## config.mk

```make
export PLATFORM = sky130hd
export DESIGN_NAME = sync_fifo_prog_flat
export DESIGN_NICKNAME = d
export VERILOG_FILES = /design/src/rtl/fifo_pkg.sv /design/src/rtl/sync_fifo_prog_if.sv /design/src/rtl/fifo_ctrl.sv /design/src/rtl/sync_fifo_prog.sv /design/src/flat_wrapper.sv
export SDC_FILE = /design/constraint.sdc
export NUM_CORES = 1
export LEC_CHECK = 0
export ABC_CLOCK_PERIOD_IN_PS = 3260
export CAP_MARGIN = 20
export CORE_MARGIN = 2
export CORE_UTILIZATION = 56
export DETAILED_ROUTE_END_ITERATION = 8
export PLACE_DENSITY = 0.75
export SLEW_MARGIN = 40
export SYNTH_ARGS = -nofsm -noshare
export SYNTH_HDL_FRONTEND = slang
export SYNTH_HIERARCHICAL = 1
export SYNTH_SLANG_ARGS = --single-unit
```

## constraint.sdc

```tcl
create_clock -name clk -period 3.26 [get_ports clk]
set_input_delay 0.489 -clock clk [delete_from_list [all_inputs] [get_ports clk]]
set_output_delay 0.489 -clock clk [all_outputs]
set_load 0.1 [all_outputs]
```

## src/rtl/fifo_pkg.sv

```systemverilog
// Shared helpers for the programmable synchronous FIFO.
// ptr_next(): advance a circular pointer over 0..depth-1 with an explicit
// wrap, so the storage depth does not have to be a power of two.
package fifo_pkg;

    // Next value of a circular pointer: wraps to 0 after depth-1.
    function automatic logic [31:0] ptr_next(input logic [31:0] ptr,
                                             input logic [31:0] depth);
        logic [31:0] nxt_s;
        if (ptr == (depth - 32'd1)) begin
            nxt_s = 32'd0;
        end else begin
            nxt_s = ptr + 32'd1;
        end
        return nxt_s;
    endfunction

endpackage

```

## src/rtl/sync_fifo_prog_if.sv

```systemverilog
// Handshake/status bundle of sync_fifo_prog.
// slave  : the FIFO side (takes requests, thresholds, flush; drives data/status)
// master : the user side (drives requests and thresholds, observes status)
// Signals: flush, wr_en, wr_data, rd_en, rd_data, rd_valid, af_thresh,
//          ae_thresh, count, full, empty, almost_full, almost_empty,
//          overflow, underflow.
interface sync_fifo_prog_if #(
    parameter int WIDTH = 8,
    parameter int DEPTH = 8
);
    localparam int CNT_W = $clog2(DEPTH + 1);

    logic             flush;
    logic             wr_en;
    logic [WIDTH-1:0] wr_data;
    logic             rd_en;
    logic [WIDTH-1:0] rd_data;
    logic             rd_valid;
    logic [CNT_W-1:0] af_thresh;
    logic [CNT_W-1:0] ae_thresh;
    logic [CNT_W-1:0] count;
    logic             full;
    logic             empty;
    logic             almost_full;
    logic             almost_empty;
    logic             overflow;
    logic             underflow;

    modport slave (
        input  flush, wr_en, wr_data, rd_en, af_thresh, ae_thresh,
        output rd_data, rd_valid, count, full, empty,
               almost_full, almost_empty, overflow, underflow
    );

    modport master (
        output flush, wr_en, wr_data, rd_en, af_thresh, ae_thresh,
        input  rd_data, rd_valid, count, full, empty,
               almost_full, almost_empty, overflow, underflow
    );
endinterface

```

## src/rtl/fifo_ctrl.sv

```systemverilog
// Control core of sync_fifo_prog: read/write pointers, occupancy count,
// status flags and the overflow/underflow error pulses.
// Ports: clk, rst (async, active-high), flush (sync clear), wr_en, rd_en,
//        af_thresh/ae_thresh (live thresholds), wr_acc (write strobe for
//        the storage), wr_ptr/rd_ptr, count, full, empty, almost_full,
//        almost_empty, overflow, underflow.
module fifo_ctrl
    import fifo_pkg::*;
#(
    parameter  int DEPTH = 8,
    localparam int CNT_W = $clog2(DEPTH + 1),
    localparam int PTR_W = $clog2(DEPTH)
) (
    input  logic             clk,
    input  logic             rst,
    input  logic             flush,
    input  logic             wr_en,
    input  logic             rd_en,
    input  logic [CNT_W-1:0] af_thresh,
    input  logic [CNT_W-1:0] ae_thresh,
    output logic             wr_acc,
    output logic [PTR_W-1:0] wr_ptr,
    output logic [PTR_W-1:0] rd_ptr,
    output logic [CNT_W-1:0] count,
    output logic             full,
    output logic             empty,
    output logic             almost_full,
    output logic             almost_empty,
    output logic             overflow,
    output logic             underflow
);

    logic [PTR_W-1:0] wr_ptr_r;
    logic [PTR_W-1:0] rd_ptr_r;
    logic [CNT_W-1:0] count_r;
    logic             overflow_r;
    logic             underflow_r;
    logic             full_s;
    logic             empty_s;
    logic             wr_acc_s;
    logic             rd_acc_s;

    assign full_s  = (count_r == CNT_W'(DEPTH));
    assign empty_s = (count_r == {CNT_W{1'b0}});

    // Acceptance: a write into a full FIFO is allowed when a read frees a
    // slot in the same cycle; a read never borrows the same-cycle write.
    always_comb begin
        rd_acc_s = 1'b0;
        wr_acc_s = 1'b0;
        if (flush) begin
            rd_acc_s = 1'b0;
            wr_acc_s = 1'b0;
        end else begin
            rd_acc_s = rd_en && !empty_s;
            wr_acc_s = wr_en && (!full_s || rd_acc_s);
        end
    end

    // Pointer, occupancy and error-pulse state; flush overrides traffic.
    always_ff @(posedge clk or posedge rst) begin
        if (rst) begin
            wr_ptr_r    <= {PTR_W{1'b0}};
            rd_ptr_r    <= {PTR_W{1'b0}};
            count_r     <= {CNT_W{1'b0}};
            overflow_r  <= 1'b0;
            underflow_r <= 1'b0;
        end else if (flush) begin
            wr_ptr_r    <= {PTR_W{1'b0}};
            rd_ptr_r    <= {PTR_W{1'b0}};
            count_r     <= {CNT_W{1'b0}};
            overflow_r  <= 1'b0;
            underflow_r <= 1'b0;
        end else begin
            if (wr_acc_s) begin
                wr_ptr_r <= PTR_W'(ptr_next(32'(wr_ptr_r), 32'(DEPTH)));
            end
            if (rd_acc_s) begin
                rd_ptr_r <= PTR_W'(ptr_next(32'(rd_ptr_r), 32'(DEPTH)));
            end
            case ({wr_acc_s, rd_acc_s})
                2'b10:   count_r <= count_r + CNT_W'(1);
                2'b01:   count_r <= count_r - CNT_W'(1);
                default: count_r <= count_r;
            endcase
            overflow_r  <= wr_en && !wr_acc_s;
            underflow_r <= rd_en && !rd_acc_s;
        end
    end

    assign wr_acc       = wr_acc_s;
    assign wr_ptr       = wr_ptr_r;
    assign rd_ptr       = rd_ptr_r;
    assign count        = count_r;
    assign full         = full_s;
    assign empty        = empty_s;
    assign almost_full  = (count_r >= af_thresh);
    assign almost_empty = (count_r <= ae_thresh);
    assign overflow     = overflow_r;
    assign underflow    = underflow_r;

endmodule

```

## src/rtl/sync_fifo_prog.sv

```systemverilog
// Single-clock FIFO of any DEPTH >= 2 with occupancy count, programmable
// almost-full/almost-empty thresholds, synchronous flush, error pulses and
// an optional first-word-fall-through read mode (FWFT=1).
// Ports: clk, rst (async, active-high), bus (sync_fifo_prog_if.slave):
//        flush, wr_en, wr_data, rd_en, rd_data, rd_valid, af_thresh,
//        ae_thresh, count, full, empty, almost_full, almost_empty,
//        overflow, underflow.
// The storage array holds no reset; flush/reset only move the pointers.
module sync_fifo_prog #(
    parameter int WIDTH = 8,
    parameter int DEPTH = 8,
    parameter int FWFT  = 0
) (
    input  logic            clk,
    input  logic            rst,
    sync_fifo_prog_if.slave bus
);

    localparam int PTR_W = $clog2(DEPTH);

    logic [WIDTH-1:0] mem_r [DEPTH];
    logic             wr_acc_s;
    logic [PTR_W-1:0] wr_ptr_s;
    logic [PTR_W-1:0] rd_ptr_s;

    fifo_ctrl #(
        .DEPTH (DEPTH)
    ) u_ctrl (
        .clk          (clk),
        .rst          (rst),
        .flush        (bus.flush),
        .wr_en        (bus.wr_en),
        .rd_en        (bus.rd_en),
        .af_thresh    (bus.af_thresh),
        .ae_thresh    (bus.ae_thresh),
        .wr_acc       (wr_acc_s),
        .wr_ptr       (wr_ptr_s),
        .rd_ptr       (rd_ptr_s),
        .count        (bus.count),
        .full         (bus.full),
        .empty        (bus.empty),
        .almost_full  (bus.almost_full),
        .almost_empty (bus.almost_empty),
        .overflow     (bus.overflow),
        .underflow    (bus.underflow)
    );

    // Storage write on every accepted write.
    always_ff @(posedge clk) begin
        if (wr_acc_s) begin
            mem_r[wr_ptr_s] <= bus.wr_data;
        end
    end

    generate
        if (FWFT != 0) begin : g_fwft
            // Head word shown directly; forced to zero while empty so the
            // output is clean after reset/flush.
            assign bus.rd_data  = bus.empty ? {WIDTH{1'b0}} : mem_r[rd_ptr_s];
            assign bus.rd_valid = !bus.empty;
        end else begin : g_std
            logic [WIDTH-1:0] rd_data_r;
            logic             rd_valid_r;

            // Registered read: same acceptance as the controller (not empty,
            // no flush), data and valid one cycle after the request.
            always_ff @(posedge clk or posedge rst) begin
                if (rst) begin
                    rd_data_r  <= {WIDTH{1'b0}};
                    rd_valid_r <= 1'b0;
                end else if (bus.flush) begin
                    rd_data_r  <= {WIDTH{1'b0}};
                    rd_valid_r <= 1'b0;
                end else if (bus.rd_en && !bus.empty) begin
                    rd_data_r  <= mem_r[rd_ptr_s];
                    rd_valid_r <= 1'b1;
                end else begin
                    rd_valid_r <= 1'b0;
                end
            end

            assign bus.rd_data  = rd_data_r;
            assign bus.rd_valid = rd_valid_r;
        end
    endgenerate

endmodule

```

## src/flat_wrapper.sv

```systemverilog
// flat-port wrapper written by rule: the top's interface ports become plain ports
module sync_fifo_prog_flat 
#(
    parameter int WIDTH = 8,
    parameter int DEPTH = 8,
    parameter int FWFT  = 0
)
  (clk, rst, bus_flush, bus_wr_en, bus_wr_data, bus_rd_en, bus_af_thresh, bus_ae_thresh, bus_rd_data, bus_rd_valid, bus_count, bus_full, bus_empty, bus_almost_full, bus_almost_empty, bus_overflow, bus_underflow);
  sync_fifo_prog_if #(.WIDTH(WIDTH), .DEPTH(DEPTH)) bus_i ();
  input  logic clk;
  input  logic rst;
  input wire logic [$bits(bus_i.flush)-1:0] bus_flush;
  input wire logic [$bits(bus_i.wr_en)-1:0] bus_wr_en;
  input wire logic [$bits(bus_i.wr_data)-1:0] bus_wr_data;
  input wire logic [$bits(bus_i.rd_en)-1:0] bus_rd_en;
  input wire logic [$bits(bus_i.af_thresh)-1:0] bus_af_thresh;
  input wire logic [$bits(bus_i.ae_thresh)-1:0] bus_ae_thresh;
  output wire logic [$bits(bus_i.rd_data)-1:0] bus_rd_data;
  output wire logic [$bits(bus_i.rd_valid)-1:0] bus_rd_valid;
  output wire logic [$bits(bus_i.count)-1:0] bus_count;
  output wire logic [$bits(bus_i.full)-1:0] bus_full;
  output wire logic [$bits(bus_i.empty)-1:0] bus_empty;
  output wire logic [$bits(bus_i.almost_full)-1:0] bus_almost_full;
  output wire logic [$bits(bus_i.almost_empty)-1:0] bus_almost_empty;
  output wire logic [$bits(bus_i.overflow)-1:0] bus_overflow;
  output wire logic [$bits(bus_i.underflow)-1:0] bus_underflow;
  assign bus_i.flush = bus_flush;
  assign bus_i.wr_en = bus_wr_en;
  assign bus_i.wr_data = bus_wr_data;
  assign bus_i.rd_en = bus_rd_en;
  assign bus_i.af_thresh = bus_af_thresh;
  assign bus_i.ae_thresh = bus_ae_thresh;
  assign bus_rd_data = bus_i.rd_data;
  assign bus_rd_valid = bus_i.rd_valid;
  assign bus_count = bus_i.count;
  assign bus_full = bus_i.full;
  assign bus_empty = bus_i.empty;
  assign bus_almost_full = bus_i.almost_full;
  assign bus_almost_empty = bus_i.almost_empty;
  assign bus_overflow = bus_i.overflow;
  assign bus_underflow = bus_i.underflow;
  sync_fifo_prog #(.WIDTH(WIDTH), .DEPTH(DEPTH), .FWFT(FWFT)) u_core (.clk(clk), .rst(rst), .bus(bus_i));
endmodule
```

==> impl_metrics.ini, run 1 <==
[status]
outcome = complete, but fails checks
violations = DRC

[finish]
fillerInstances = 465
fin_area_um2 = 4450
final_nets = 332
multiInputGateArea_um2 = 1210
seq_area_um2 = 2450
syn_to_final_growth_pct = 18.6
diodes = 0
layout-drive-gt1-share_pct = 19.9

[timing]
setup_violations = 0
maxSlewViolCount = 0
clock.fmax_mhz = 369
tightest_slew_ns = 0.652
fin_skew_ns = 0.00951
hold_violations = 0
slew_headroom_pct = 56.5
post-route-min-period_ns = 2.71
period_share_pct = 83.2
rsz0062_at_grt = no
tns_ns = 0
holdWs_ns = 0.481

[grt]
gr-total-overflow = 0
antenna_found_initial = 0
grt_usage_pct = 20.7
grt_pass1_wl_mm = 11.1
grt_max_degree = 23
grt_pass1_vias = 2159

[power_and_ir_drop]
p_per_area_nw_per_um2 = 694
peakVddDrop_v = 0.000495
p_leak_nw = 1.77

[cts]
cts_tree = built
cts_max_path_buffers = 2
htree_levels = 3
post_cts_buffers = 0
cts.sinks = 85
root_buffer = clkbuf_8
postCtsHoldBufs = 0
clk_pin_slew_ns = 0.09
clock_latency_ns = 0.35
cts_made_buffers = 9
cts_resized = 0

[die]
boundaryPins = 40
floorplan.initialDensity_pct = 58.4
die_w_um = 85.8
die_height_um = 85.8
dieArea_um2 = 7360
num_rows = 29
core_um2 = 6420

[routing]
drc = 2
drt_first_pass_iters = 6
wl_per_cell_um = 18.3
drt.antenna.violating_nets = 0
viasPerCell = 5.67
vias = 2144
dr.first_iter.drc_count = 185
wl_mm = 6.92

[hold_path]
worstHoldPathType = primary input to async pin

[synthesis]
ys_types = 39
yosysTopAreaCell = edfxtp_1
synthCells = 239
yosysTopAreaCellShare_pct = 51.3
yosysWarningCount = 6
synth.cells.most_frequent = 64 x edfxtp_1, 21 x dfrtp_1, 20 x mux2i_1
synth_edf_count = 64
yosysMostFrequentCell = edfxtp_1
synth_area_per_cell_um2 = 15.7
synth_area_um2 = 3750
synth_area_leaders = edfxtp_1 51%, dfrtp_1 14%, mux2i_1 5.3%, ha_1 4.7%, mux4_1 2.8%
ys_seq_area_share_pct = 65.3
synth-seq-cells = 85
syn_nets = 275
synth_top_flop_cell = edfxtp_1
ys_async_sr_fraction_pct = 24.7

[worst_setup_path]
path_cells = or3_1 > o21ai_2 > nor3b_1 > ha_1 > a21o_1 > a21oi_1 > mux2i_1 > mux2_1
max_stage_delay_ns = 0.50
cp_top_family = simple AND/OR/NAND/NOR gates
path_max_fanout = 8
critical_path_buf_inv_count = 0
path_class = flop to flop
arrival_ns = 2.94
end_kind = flop
reg2reg_slack_ns = 0.55
startpoint_type = flop
slowest_stage = or3_1
cp.required_ns = 3.49

[place]
dp_hpwl_mm = 4.61
routabilityCongestion = 0.790
io_buffer_count = 39
dpl_cell_area_um2 = 4230

[run]
cap_violations = 0
-- cell usage in the layout (no fill, tap or decap), types with 2 or more instances in the layout --
cell	instances
edfxtp_1	64
clkdlybuf4s50_1	20
clkbuf_8	9
a21o_1	4
nor2_1	17
or2_0	2
mux4_2	4
o21ai_2	2
nor3b_1	4
a22oi_1	6
a32o_1	8
clkinv_4	3
o21ai_0	2
nand2b_1	12
nor2b_1	4
buf_4	20
o21a_1	2
ha_1	14
bufinv_16	2
or3_1	2
clkbuf_1	2
buf_2	11
nor3_1	5
dfrtp_2	3
nand3_1	2
mux2i_1	20
a21oi_1	7
nand2_1	3
inv_1	12
dfrtp_1	18
mux4_1	4
-- flip-flops by register name, indices dropped and copies added, names as in the netlist --
name	count
u_core/u_ctrl/underflow	1
u_core/mem_r	64
u_core/u_ctrl/overflow	1
u_core/bus.rd_valid	1
u_core/u_ctrl/wr_ptr	3
u_core/u_ctrl/rd_ptr	3
u_core/bus.rd_data	8
u_core/u_ctrl/count	4
-- metal layers --
layer / vias to the layer above / global-route usage [%] / part of all wire (%)
met5: - / 0 / 0
met4: 0 / 7.22 / 1.8
met3: 13 / 5.10 / 4.8
met2: 43 / 32.5 / 49
met1: 1056 / 28.8 / 45
li1: 1032 / - / -
-- cell families after synthesis --
family / count (synthesis) / synth area share [%]
adders and majority gates: 15 / 5.21
and+or+nand+nor: 57 / 8.24
buffers and inverters: 18 / 2.57
DFF: 85 / 65.3
xor gates and xnor gates: 1 / 0.234
AOI/OAI and AO/OA: 33 / 7.31
muxes: 30 / 11.1
-- report_power, final --
part,switching [mW],internal (mW),leakage (nW),total [mW]
Sequential,0.0794,1.22,0.857,1.30
Combinational,0.679,0.304,0.802,0.983
Clock,0.362,0.436,0.108,0.798
-- area by class of cell --
cell class / instances / area share [%]
clock buffer: 11 / 2.95
clock inverter: 5 / 1.94
inverter: 12 / 1.01
multi-input combinational: 136 / 27.2
sequential: 85 / 55.1
tap: 77 / 2.17
timing repair buffer: 52 / 9.57
-- worst reg2reg max path: stages (launching register included) --
cell and delay (ns):
dfrtp_2 0.49, or3_1 0.50, o21ai_2 0.19, nor3b_1 0.28, ha_1 0.28, a21o_1 0.15, a21oi_1 0.16, mux2i_1 0.21
mux2_1 0.33
-- path summary, 6_finish.rpt --
path,startpoint,to,cells after the start
max,u_core/u_ctrl/count[0]$_DFFE_PP0P_,u_core/u_ctrl/count[3]$_DFFE_PP0P_,8
max in group asynchronous,rst,u_core/u_ctrl/count[0]$_DFFE_PP0P_,2
min,rst,u_core/bus.rd_data[3]$_DFFE_PP0P_,2
min in group clk,u_core/bus.rd_data[3]$_DFFE_PP0P_,u_core/bus.rd_data[3]$_DFFE_PP0P_,1
max reg2reg,u_core/u_ctrl/count[0]$_DFFE_PP0P_,u_core/u_ctrl/count[3]$_DFFE_PP0P_,8
min reg2reg,u_core/bus.rd_data[3]$_DFFE_PP0P_,u_core/bus.rd_data[3]$_DFFE_PP0P_,1
-- through the flow --
step	worst slack [ns]	instances	power (mW)	util [%]
2_1_floorplan	0.0157	239	2.10	-
3_3_place_gp	0.328	362	2.32	66.7
3_5_place_dp	0.264	362	2.31	65.8
4_1_cts	0.532	378	3.11	69.2
5_1_grt	0.411	378	3.23	69.2
6_report	0.549	378	3.09	69.2
No activity file was read; power rests on OpenSTA's default activity.
==> run 2: changes to the inputs <==
- ABC_CLOCK_PERIOD_IN_PS: 3260 -> 2590
- clock period: 3.26 -> 2.59 ns (I/O delays scaled with it)
==> run 2 against run 1 <==
The run still ends with DRC left. Core utilization increased by 2.6 points. Count of clock-buffer cells in the layout decreased by 2. Largest cell class unchanged. Register-to-register slack got worse by 0.44 ns. Clock power increased by 27%. Final cell count increased by 2.1%. Largest power group unchanged. Highest routed layer unchanged. Critical path depth decreased by 1.
==> impl_metrics.ini, run 2 (synthesis results as in run 1) <==
[status]
outcome = complete, but fails checks
violations = DRC

[worst_setup_path]
reg2reg_to = u_core/u_ctrl/count[3]$_DFFE_PP0P_
end_kind = primary output
path_class = flop to primary output
r2r_start = u_core/u_ctrl/count[1]$_DFFE_PP0P_
endpoint = bus_almost_empty
reg2reg_slack_ns = 0.11
arrival_ns = 2.12
rr_worst_depth = 8
path_max_fanout = 7
critPathLaunch = u_core/u_ctrl/count[1]$_DFFE_PP0P_
startpoint_type = flop
cp.required_ns = 2.20

[cts]
htree_levels = 3
clock_latency_ns = 0.35
cts_tree = built
cts_max_path_buffers = 2
cts.sinks = 85
cts_made_buffers = 9
root_buffer = clkbuf_8
post_cts_buffers = 0
clk_pin_slew_ns = 0.09

[timing]
rsz0062_at_grt = no
fin_skew_ns = 0.0139
fin_ws_ns = 0.0769
tightest_slew_ns = 0.607
hold_violations = 0
post-route-min-period_ns = 2.51
setup_violations = 0
slew_headroom_pct = 59.5
holdWs_ns = 0.381
period_share_pct = 97.0
maxSlewViolCount = 0
clock.fmax_mhz = 398

[finish]
fin_area_um2 = 4620
layout_common_cells = 64 x edfxtp_1, 37 x buf_4, 20 x clkdlybuf4s50_1, 20 x mux2i_1, 17 x dfrtp_1
layout-drive-gt1-share_pct = 24.6
multiInputGateArea_um2 = 1240
final_nets = 341
largest_reg_flops = 64
seq_area_um2 = 2460
syn_to_final_growth_pct = 23.2
mostFrequentLayoutCell = edfxtp_1
fillerInstances = 428
postLayoutCoreUtil_pct = 71.9
top_register = u_core/mem_r
diodes = 0

[routing]
drt-met1-wl_mm = 3.20
vias = 2202
drc = 1
drt_first_pass_iters = 6
dr.first_iter.drc_count = 209
wl_per_cell_um = 18.3
wl_mm = 7.05
drt.antenna.violating_nets = 0
wl_met3_um = 339
viasPerCell = 5.70
top_layer = met4
route.met2.wl_mm = 3.41

[power_and_ir_drop]
switchingPower_mw = 1.45
power_frac_seq_pct = 39.9
peakVddDrop_v = 0.000740
pwr-share-comb_pct = 35.1
p_int_mw = 2.60
power_frac_clock_pct = 25.0
p_leak_nw = 1.82
p_per_area_nw_per_um2 = 877
swShare_pct = 35.9

[die]
boundaryPins = 40
num_rows = 29
die_height_um = 85.8
core_um2 = 6420
dieArea_um2 = 7360
die_w_um = 85.8
floorplan.initialDensity_pct = 58.4

[grt]
grt_pass1_vias = 2224
grt_max_degree = 18
gr-total-overflow = 0
antenna_found_initial = 0
grt_pass1_wl_mm = 11.4
grt_usage_pct = 21.0

[run]
cap_violations = 0

[place]
dp_hpwl_mm = 4.81
routabilityCongestion = 0.866
pre_cts_slack_ns = -0.0972
dpl_cell_area_um2 = 4400
io_buffer_count = 39

[hold_path]
worstHoldPathType = primary input to async pin
## run 2: cell count changes in the layout (fill, tap and decap cells not counted), moves of 2 or more
cell / delta
clkinv_4: -3
clkinvlp_4: +2
clkbuf_1: -2
buf_12: +3
dfrtp_4: +2
buf_2: -11
buf_4: +17
## run 2: worst min path at each step
stage / from / endpoint / cells after the start
after floorplan: rst / u_core/bus.rd_data[0]$_DFFE_PP0P_ / 1
after global placement: u_core/bus.rd_data[1]$_DFFE_PP0P_ / u_core/bus.rd_data[1]$_DFFE_PP0P_ / 1
after detailed placement: u_core/bus.rd_data[6]$_DFFE_PP0P_ / u_core/bus.rd_data[6]$_DFFE_PP0P_ / 1
after CTS: rst / u_core/bus.rd_data[3]$_DFFE_PP0P_ / 2
after global routing: rst / u_core/bus.rd_data[3]$_DFFE_PP0P_ / 2
final: rst / u_core/bus.rd_data[3]$_DFFE_PP0P_ / 2
## run 2: power groups by stage
stage | registers (mW) | clock network, mW | logic, mW
floorplan | 2.00 | 0 | 0.675
detailed placement | 1.65 | 0 | 1.42
finish | 1.62 | 1.01 | 1.42
global route | 1.63 | 1.10 | 1.49
CTS | 1.62 | 1.03 | 1.43
global placement | 1.64 | 0 | 1.41
## run 2: layer usage
| layer | global-route usage, % | vias to the layer above |
|---|---|---|
| li1 | - | 1052 |
| met1 | 29.1 | 1082 |
| met2 | 33.5 | 60 |
| met3 | 3.66 | 8 |
| met4 | 8.08 | 0 |
| met5 | 0 | - |
## run 2: cell type report
cell class / instances / share of cell area, %
tap: 77 / 2.09
timing repair buffer: 61 / 12.1
clock inverter: 6 / 2.06
sequential: 85 / 53.2
clock buffer: 9 / 2.68
inverter: 12 / 0.976
multi-input combinational: 136 / 26.9
## run 2: through the flow
step / cells / power [mW] / TNS [ns]
finish: 386 / 4.05 / 0
global route: 386 / 4.22 / 0
CTS: 386 / 4.07 / 0
detailed placement: 371 / 3.07 / -0.0972
global placement: 371 / 3.05 / -0.0539
floorplan: 239 / 2.67 / -0.860
## run 2: critical path, cell delays in order (launching register included)
cell and delay (ns):
dfrtp_4 0.48, buf_4 0.18, ha_1 0.29, nor2b_1 0.13, o21a_1 0.16, o21a_1 0.18, o21ai_2 0.17, buf_12 0.20
## run 2: timing repair
action / 4_1_cts / 5_1_grt
hold buffers: 0 / 0
gates resized for setup: 0 / 1
endpoints found under the setup margin: 0 / 1
==> run 3: changes to the inputs <==
- CORE_MARGIN: 2 -> 4
==> run 3 against run 2 <==
The run now ends clean. Register-to-register slack about the same. Final cell count is 2.1% higher. Clock power is essentially flat. Flip-flop and latch count did not move. Global-route usage shrank 1.6 points.
==> impl_metrics.ini, run 3 (synthesis results as in run 1) <==
[finish]
largest_reg_flops = 64
final_nets = 348
top_register = u_core/mem_r
layout-drive-gt1-share_pct = 25.9
mostFrequentLayoutCell = edfxtp_1
syn_to_final_growth_pct = 24.8
layout_common_cells = 64 x edfxtp_1, 42 x buf_4, 20 x clkdlybuf4s50_1, 20 x mux2i_1, 17 x dfrtp_1
fin_area_um2 = 4680
diodes = 0

[timing]
maxSlewViolCount = 0
period_share_pct = 95.9
post-route-min-period_ns = 2.48
slew_headroom_pct = 58.0
hold_violations = 0
tns_ns = 0
fin_skew_ns = 0.00643
holdWs_ns = 0.392
clock.fmax_mhz = 402
tightest_slew_ns = 0.630
setup_violations = 0

[worst_setup_path]
rr_worst_depth = 8
reg2reg_to = u_core/u_ctrl/count[3]$_DFFE_PP0P_
reg2reg_slack_ns = 0.11
cp.required_ns = 2.82
path_class = flop to flop
end_kind = flop
arrival_ns = 2.71
startpoint_type = flop
path_max_fanout = 3
r2r_start = u_core/u_ctrl/count[0]$_DFFE_PP0P_

[cts]
clk_pin_slew_ns = 0.08
root_buffer = clkbuf_8
cts_tree = built
clock_latency_ns = 0.35
htree_levels = 3
postCtsHoldBufs = 0
cts_made_buffers = 9
cts.sinks = 85
cts_max_path_buffers = 2

[die]
boundaryPins = 40
floorplan.initialDensity_pct = 58.4
num_rows = 29
die_w_um = 89.8
die_height_um = 89.8
dieArea_um2 = 8070
core_um2 = 6420

[routing]
dr.first_iter.drc_count = 137
drt.antenna.violating_nets = 0
drc = 0
vias = 2237
wl_per_cell_um = 18.9
wl_mm = 7.43
drt_first_pass_iters = 4
viasPerCell = 5.68

[power_and_ir_drop]
peakVddDrop_v = 0.000515
p_leak_nw = 1.86
p_per_area_nw_per_um2 = 877

[grt]
grt_pass1_vias = 2196
antenna_found_initial = 0
grt_max_degree = 18
gr-total-overflow = 0
grt_pass1_wl_mm = 11.7
grt_usage_pct = 19.3

[place]
routabilityCongestion = 0.838
dpl_cell_area_um2 = 4410
dp_hpwl_mm = 5.02
io_buffer_count = 39

[hold_path]
worstHoldPathType = primary input to async pin

[status]
outcome = finished clean

[run]
cap_violations = 0
## run 3: cell count changes in the layout (fill, tap and decap cells not counted), sizes merged
cell | before | now
buf | 41 | 48
clkbuf | 9 | 11
inv | 14 | 13
## run 3: stage by stage
| stage | std cells | setup slack, ns | total power [mW] | util, % |
|---|---|---|---|---|
| after floorplan | 239 | -0.161 | 2.67 | - |
| after detailed placement | 372 | -0.135 | 3.07 | 68.6 |
| final | 394 | 0.105 | 4.10 | 72.8 |
| after global routing | 394 | -0.0122 | 4.26 | 72.8 |
| after global placement | 372 | -0.0795 | 3.05 | 68.6 |
| after CTS | 388 | 0.0451 | 4.08 | 71.9 |
## run 3: what timing repair did
item,4_1_cts,5_1_grt
setup buffers,0,6
endpoints found under the setup margin,0,3
endpoints found under the hold margin,0,0
gates resized for setup,0,4
## run 3: worst max-delay path by stage
| stage | start | endpoint | slack [ns] |
|---|---|---|---|
| detailed placement | bus_rd_en | u_core/u_ctrl/count[3]$_DFFE_PP0P_ | -0.13 |
| CTS | u_core/u_ctrl/count[0]$_DFFE_PP0P_ | bus_almost_full | 0.05 |
| global route | u_core/u_ctrl/count[0]$_DFFE_PP0P_ | u_core/u_ctrl/count[3]$_DFFE_PP0P_ | -0.01 |
| finish | u_core/u_ctrl/count[0]$_DFFE_PP0P_ | u_core/u_ctrl/count[3]$_DFFE_PP0P_ | 0.11 |
| floorplan | u_core/u_ctrl/count[1]$_DFFE_PP0P_ | u_core/u_ctrl/count[3]$_DFFE_PP0P_ | -0.16 |
| global placement | bus_rd_en | u_core/u_ctrl/count[3]$_DFFE_PP0P_ | -0.08 |
## run 3: critical path: stages (launching register included)
cell and delay (ns):
dfrtp_4 0.48, or3_4 0.42, o21ai_4 0.14, nor3b_4 0.24
ha_1 0.26, a21o_1 0.16, a21oi_2 0.12, mux2i_1 0.21
mux2_1 0.34
## run 3: final cells by class
class | count | area [um^2]
sequential | 85 | 2460
inverter | 12 | 45.0
fill | 422 | 1750
timing repair buffer | 68 | 622
clock buffer | 11 | 131
multi-input combinational | 136 | 1240
clock inverter | 5 | 83.8
tap | 77 | 96.3
## run 3: layer usage
metal	global-route usage [%]	vias up	wire, um
li1	-	1060	-
met1	25.9	1120	3240
met2	29.8	47	3680
met3	4.92	10	378
met4	9.32	0	138
met5	0	-	0
## run 3: power by group
part	internal, mW	switching, mW
Clock	0.547	0.459
Sequential	1.55	0.0734
Combinational	0.545	0.934
